File: src/rtl/vga_timing_if.sv
// Raster timing bundle from the VGA timing generator to its consumers
// (pixel fetch, address logic, DAC sync drivers).
interface vga_timing_if;
   logic        pix_en;
   logic        hsync;
   logic        vsync;
   logic        visible;
   logic [10:0] h_pos;
   logic [9:0]  v_pos;
   logic        frame_start;

   modport master (
      output pix_en, hsync, vsync, visible, h_pos, v_pos, frame_start
   );

   modport slave (
      input pix_en, hsync, vsync, visible, h_pos, v_pos, frame_start
   );
endinterface

File: src/rtl/vga_timing_gen.sv
// VGA raster timing generator: pixel-rate divider, h/v counters and
// registered sync/visible decode. Every output is driven directly by a flop.
module vga_timing_gen #(
   parameter int CLK_DIV = 2,
   parameter int H_VIS   = 640,
   parameter int H_FP    = 16,
   parameter int H_SYNC  = 96,
   parameter int H_BP    = 48,
   parameter int V_VIS   = 480,
   parameter int V_FP    = 10,
   parameter int V_SYNC  = 2,
   parameter int V_BP    = 33
) (
   input  logic          clk,
   input  logic          reset,
   input  logic          enable,
   vga_timing_if.master  vga
);

   localparam int H_TOTAL = H_VIS + H_FP + H_SYNC + H_BP;
   localparam int V_TOTAL = V_VIS + V_FP + V_SYNC + V_BP;
   localparam int DW      = (CLK_DIV > 1) ? $clog2(CLK_DIV) : 1;

   localparam logic [DW-1:0] DIV_LAST   = DW'(CLK_DIV - 1);
   localparam logic [10:0]   H_LAST     = 11'(H_TOTAL - 1);
   localparam logic [10:0]   H_VIS_W    = 11'(H_VIS);
   localparam logic [10:0]   H_SYNC_BEG = 11'(H_VIS + H_FP);
   localparam logic [10:0]   H_SYNC_END = 11'(H_VIS + H_FP + H_SYNC);
   localparam logic [9:0]    V_LAST     = 10'(V_TOTAL - 1);
   localparam logic [9:0]    V_VIS_W    = 10'(V_VIS);
   localparam logic [9:0]    V_SYNC_BEG = 10'(V_VIS + V_FP);
   localparam logic [9:0]    V_SYNC_END = 10'(V_VIS + V_FP + V_SYNC);

   logic [DW-1:0] div_cnt, div_nxt;
   logic [10:0]   h_q, h_nxt;
   logic [9:0]    v_q, v_nxt;
   logic          tick, h_wrap, v_wrap;
   logic          pix_en_q, hsync_q, vsync_q, visible_q, frame_start_q;

   always_comb begin
      tick    = enable && (div_cnt == DIV_LAST);
      h_wrap  = (h_q == H_LAST);
      v_wrap  = (v_q == V_LAST);
      div_nxt = div_cnt;
      h_nxt   = h_q;
      v_nxt   = v_q;
      if (enable) begin
         div_nxt = tick ? '0 : div_cnt + 1'b1;
      end
      if (tick) begin
         if (h_wrap) begin
            h_nxt = '0;
            v_nxt = v_wrap ? '0 : v_q + 1'b1;
         end else begin
            h_nxt = h_q + 1'b1;
         end
      end
   end

   // Decode from the next-state counters so sync/visible line up with the
   // h_pos/v_pos presented in the same cycle; gating on enable makes them hold.
   always_ff @(posedge clk or negedge reset) begin
      if (!reset) begin
         div_cnt       <= '0;
         h_q           <= '0;
         v_q           <= '0;
         pix_en_q      <= 1'b0;
         frame_start_q <= 1'b0;
         hsync_q       <= 1'b1;
         vsync_q       <= 1'b1;
         visible_q     <= 1'b0;
      end else begin
         div_cnt       <= div_nxt;
         h_q           <= h_nxt;
         v_q           <= v_nxt;
         pix_en_q      <= tick;
         frame_start_q <= tick && h_wrap && v_wrap;
         if (enable) begin
            visible_q <= (h_nxt < H_VIS_W) && (v_nxt < V_VIS_W);
            hsync_q   <= !((h_nxt >= H_SYNC_BEG) && (h_nxt < H_SYNC_END));
            vsync_q   <= !((v_nxt >= V_SYNC_BEG) && (v_nxt < V_SYNC_END));
         end
      end
   end

   assign vga.pix_en      = pix_en_q;
   assign vga.hsync       = hsync_q;
   assign vga.vsync       = vsync_q;
   assign vga.visible     = visible_q;
   assign vga.h_pos       = h_q;
   assign vga.v_pos       = v_q;
   assign vga.frame_start = frame_start_q;

endmodule

File: src/flat_wrapper.sv
// flat-port wrapper written by rule: the top's interface ports become plain ports
module vga_timing_gen_flat 
#(
   parameter int CLK_DIV = 2,
   parameter int H_VIS   = 640,
   parameter int H_FP    = 16,
   parameter int H_SYNC  = 96,
   parameter int H_BP    = 48,
   parameter int V_VIS   = 480,
   parameter int V_FP    = 10,
   parameter int V_SYNC  = 2,
   parameter int V_BP    = 33
)
  (clk, reset, enable, vga_pix_en, vga_hsync, vga_vsync, vga_visible, vga_h_pos, vga_v_pos, vga_frame_start);
  vga_timing_if vga_i ();
  input  logic clk;
  input  logic reset;
  input  logic enable;
  output wire logic [$bits(vga_i.pix_en)-1:0] vga_pix_en;
  output wire logic [$bits(vga_i.hsync)-1:0] vga_hsync;
  output wire logic [$bits(vga_i.vsync)-1:0] vga_vsync;
  output wire logic [$bits(vga_i.visible)-1:0] vga_visible;
  output wire logic [$bits(vga_i.h_pos)-1:0] vga_h_pos;
  output wire logic [$bits(vga_i.v_pos)-1:0] vga_v_pos;
  output wire logic [$bits(vga_i.frame_start)-1:0] vga_frame_start;
  assign vga_pix_en = vga_i.pix_en;
  assign vga_hsync = vga_i.hsync;
  assign vga_vsync = vga_i.vsync;
  assign vga_visible = vga_i.visible;
  assign vga_h_pos = vga_i.h_pos;
  assign vga_v_pos = vga_i.v_pos;
  assign vga_frame_start = vga_i.frame_start;
  vga_timing_gen #(.CLK_DIV(CLK_DIV), .H_VIS(H_VIS), .H_FP(H_FP), .H_SYNC(H_SYNC), .H_BP(H_BP), .V_VIS(V_VIS), .V_FP(V_FP), .V_SYNC(V_SYNC), .V_BP(V_BP)) u_core (.clk(clk), .reset(reset), .enable(enable), .vga(vga_i));
endmodule
File: config.mk
export PLATFORM = sky130hd
export DESIGN_NAME = vga_timing_gen_flat
export DESIGN_NICKNAME = d
export VERILOG_FILES = /design/src/rtl/vga_timing_if.sv /design/src/rtl/vga_timing_gen.sv /design/src/flat_wrapper.sv
export SDC_FILE = /design/constraint.sdc
export NUM_CORES = 1
export LEC_CHECK = 0
export CAP_MARGIN = 20
export CORE_MARGIN = 5
export CORE_UTILIZATION = 55
export DETAILED_ROUTE_END_ITERATION = 12
export HOLD_SLACK_MARGIN = 0.08
export PLACE_DENSITY = 0.92
export SYNTH_ARGS = -nofsm -noshare
export SYNTH_HDL_FRONTEND = slang
export SYNTH_SLANG_ARGS = --single-unit
File: constraint.sdc
create_clock -name clk -period 3.5 [get_ports clk]
set_clock_uncertainty 0.05 [all_clocks]
set_input_delay 0.7 -clock clk [delete_from_list [all_inputs] [get_ports clk]]
set_output_delay 0.7 -clock clk [all_outputs]
set_load 0.03 [all_outputs]
==> flow_summary.rst <==
.. list-table::
   :header-rows: 1

   * - Metric
     - Value
   * - Global route total overflow
     - 0
   * - Placeable core region
     - around 2500 µm²
   * - Number of nets in the finished design
     - between 150 and 200
   * - Synthesized netlist cell count
     - ~150
   * - Root buf cell
     - sky130_fd_sc_hd__clkbuf_4
   * - Number of maximum-capacitance violations
     - 0
   * - Quantity of hold-fixing buffers added after cts
     - 0
   * - Die Span Y
     - about 62 µm
   * - Most common flop cell mapped by yosys
     - sky130_fd_sc_hd__dfrtp_1
   * - Clock tree from TritonCTS
     - built
   * - Number of antenna cells inserted
     - 0
   * - Top-level port count
     - 29
   * - Worst min-delay path category
     - flip-flop to flip-flop
   * - Post-DP HPWL
     - approximately 2500 µm
   * - Cells along the critical path
     - clkdlybuf4s50_1 -> and4_4 -> and4_1 -> buf_4 -> a41oi_1 -> a31oi_1 -> and4_1 -> a31oi_1
   * - Critical path buffer and inverter count
     - 2
   * - FFs w/ async S/R, synth
     - 1.00
   * - Post-route minimum period
     - 2540 ps
   * - Routed vias
     - 1267
   * - Endpoint kind of the worst setup timing path
     - flip-flop
   * - Clock share of power
     - 0.163
   * - Die outline area
     - 3840 µm²
   * - Finish-stage setup viols
     - 0
   * - Post-synth EDFFs
     - 0
   * - Nature of the critical path startpoint
     - primary input
   * - Hold violation total from the final report
     - 0
   * - Slowest cell on the critical path
     - sky130_fd_sc_hd__clkdlybuf4s50_1
   * - Synthesis-stage register bit count
     - 27
   * - Power spent charging and discharging nets
     - 0.302 mW
   * - Number of vias per cell
     - between 6 and 7
   * - Setup slack after placement
     - between 600 and 700 ps
   * - Routed len/inst
     - about 16 µm
   * - Die Span X
     - 62.0 µm
   * - Power Internal
     - approximately 0.5 mW
   * - Global-route wire length before repair
     - roughly 5800 µm
   * - Number of warnings reported in the yosys synthesis log
     - 0
   * - Count of unresolved DRC violations after routing
     - 0
   * - Iteration count of the initial detailed-routing pass
     - 4
   * - Fmax
     - 0.393 GHz
   * - Post-Syn Area
     - between 1000 and 1500 µm²
   * - Vias in the first global route
     - ~1300
   * - Clock-pin transition on the worst setup and hold timing paths
     - 150 ps
   * - Clock sink count
     - 27
   * - Critical path's top delay family
     - simple AND/OR/NAND/NOR gates
   * - Leakage power summed over all cells
     - between 0.8 and 0.9 nW
   * - Maximum clock insertion buffer count
     - 2
   * - Relative contribution of combinational cells to total power
     - 0.327
   * - Buffer count from post-CTS setup fixing
     - 0
   * - VDD IR-drop max
     - just under 500 µV
   * - Remaining max-slew budget at the tightest pin
     - 0.692
   * - Sequential fraction of design power
     - 0.510
   * - Category of the critical setup timing path
     - primary input to flip-flop
   * - Final setup margin
     - ~960 ps
   * - Pin slew with the least headroom to its limit
     - roughly 460 ps
   * - Floorplan row count
     - 18
   * - Area growth syn-to-layout
     - 21.4%
   * - Wire length after detailed routing
     - between 3000 and 4000 µm
   * - Net Count, Synth
     - roughly 160
   * - Required time at the worst-slack endpoint
     - approximately 3700 ps
   * - Routed Antenna Nets
     - 0
   * - Setup Total Neg Slack
     - 0 ps
   * - Cells resized by post-CTS repair
     - 0
   * - Initial antenna violation count
     - 0
   * - Iteration-0 DRC Markers
     - 62
   * - Depth of the CTS H-tree
     - 1
   * - Clock latency on the worst-skew pair
     - 310 ps
   * - Seq/Total Area, Yosys
     - 0.456
   * - Clock buffers created by TritonCTS
     - 3
   * - Outcome
     - completed
   * - Data arrival, critical path
     - approximately 2700 ps
   * - RSZ-0062 raised after global routing
     - false
   * - Number of unique standard cell types used by synthesis
     - 43
   * - Initial Utilization
     - 0.589
   * - Final slew viol count
     - 0
   * - GPL Wtd Cong
     - 0.894
   * - Maximum number of pins on one net before global-route repair
     - 28
   * - Fraction of layout cells with a size suffix above 1
     - 0.0950
   * - Power density over the cells
     - between 400 and 500 nW/µm²
   * - Switching power as a share of total power
     - 0.373
   * - Crit-path max cell delay
     - 470 ps
   * - Largest fanout on the critical path
     - 9
   * - Per-instance average area after synthesis
     - 9.84 µm²
   * - Post-route fraction of the period consumed by the critical path
     - 0.727
   * - All-layer global routing usage
     - 0.198
   * - Port-buffer cells
     - 28
## through the flow
stage	total power, mW	util	area (µm²)	hold WS, ps	std cells
after floorplan	0.581	-	1490	354	151
after global placement	0.671	0.705	1780	437	205
after detailed placement	0.684	0.705	1780	438	205
after CTS	0.813	0.715	1800	456	209
after global routing	0.861	0.715	1800	520	209
final	0.810	0.715	1800	453	209
## state kept, by name, indices dropped and copies added (netlist names)
name and cells:
u_core.div_cnt 1, u_core.vga.frame_start 1, u_core.vga.h_pos 11, u_core.vga.hsync 1, u_core.vga.pix_en 1, u_core.vga.v_pos 10, u_core.vga.visible 1, u_core.vga.vsync 1
## tightest hold or removal path: cells and delay by family, from the launching register on
kind               cells  cell delay, ps
DFF                    1             400
and+or+nand+nor        1              80
AOI/OAI and AO/OA      1              50
## per-layer routing
layer	routed length [µm]	track usage	share of wire
met5	0	0	0
met3	213	0.0372	0.064
met1	1550	0.271	0.46
met2	1540	0.328	0.46
met4	36	0.0424	0.011
## cell type report
class | instances | area, µm²
inverter | 8 | 30.0
fill | 187 | 718
sequential | 27 | 678
tap | 30 | 37.5
multi-input combinational | 109 | 729
timing repair buffer | 31 | 303
clock buffer | 4 | 26.3
## cells in the mapped netlist, drive strengths merged, types with 5 or more instances
master / n / area [µm²]
and4: 5 / 46.3
o21ai: 6 / 33.8
nand4: 10 / 68.8
nand2: 14 / 52.6
xnor2: 6 / 52.6
buf: 6 / 45.0
nor2: 15 / 56.3
inv: 8 / 30.0
a31oi: 7 / 43.8
xor2: 9 / 78.8
nand3: 5 / 25.0
dfrtp: 25 / 626
## path summary, 6_finish.rpt
path | endpoint | startpoint | slack (ps) | cells after the start
max in group asynchronous | u_core.vga.vsync | reset | 2420 | 2
hold reg to reg | u_core.vga.hsync | u_core.vga.hsync | 450 | 2
setup / recovery | u_core.vga.vsync | enable | 960 | 8
hold / removal | u_core.vga.hsync | u_core.vga.hsync | 450 | 2
min in group asynchronous | u_core.vga.v_pos[4] | reset | 680 | 2
setup reg to reg | u_core.vga.vsync | u_core.vga.h_pos[4] | 1130 | 7
## power by group through the flow
stage / sequential (mW) / clock [mW] / combinational [mW]
after floorplan: 0.465 / 0 / 0.115
after global placement: 0.413 / 0 / 0.258
after detailed placement: 0.418 / 0 / 0.266
after CTS: 0.413 / 0.135 / 0.265
after global routing: 0.423 / 0.150 / 0.287
final: 0.414 / 0.132 / 0.265
## logic make-up after synthesis
family	Yosys count	share of synthesized area
simple gates	65	0.250
flops	27	0.456
compound gates	25	0.120
xor+xnor	15	0.0884
buf+inv	15	0.0530
fa+ha+maj	3	0.0253
mux	1	0.00758
## cells in the final DEF, fill, tap and decap left out, types with 2 or more instances in the layout
| cell type | Yosys | routed |
|---|---|---|
| sky130_fd_sc_hd__a21oi_1 | 2 | 2 |
| sky130_fd_sc_hd__a31oi_1 | 7 | 7 |
| sky130_fd_sc_hd__and2_1 | 3 | 3 |
| sky130_fd_sc_hd__and4_1 | 4 | 4 |
| sky130_fd_sc_hd__buf_4 | 1 | 3 |
| sky130_fd_sc_hd__clkbuf_4 | 0 | 3 |
| sky130_fd_sc_hd__clkdlybuf4s50_1 | 0 | 28 |
| sky130_fd_sc_hd__dfrtp_1 | 25 | 25 |
| sky130_fd_sc_hd__dfstp_2 | 2 | 2 |
| sky130_fd_sc_hd__ha_1 | 3 | 3 |
| sky130_fd_sc_hd__inv_1 | 8 | 8 |
| sky130_fd_sc_hd__nand2_1 | 14 | 14 |
| sky130_fd_sc_hd__nand3_1 | 5 | 5 |
| sky130_fd_sc_hd__nand4_1 | 9 | 9 |
| sky130_fd_sc_hd__nor2_1 | 15 | 15 |
| sky130_fd_sc_hd__nor3_1 | 4 | 4 |
| sky130_fd_sc_hd__o21ai_1 | 4 | 4 |
| sky130_fd_sc_hd__o31ai_1 | 2 | 2 |
| sky130_fd_sc_hd__xnor2_1 | 6 | 6 |
| sky130_fd_sc_hd__xor2_1 | 9 | 9 |
Power figures use the tool's default switching activity.
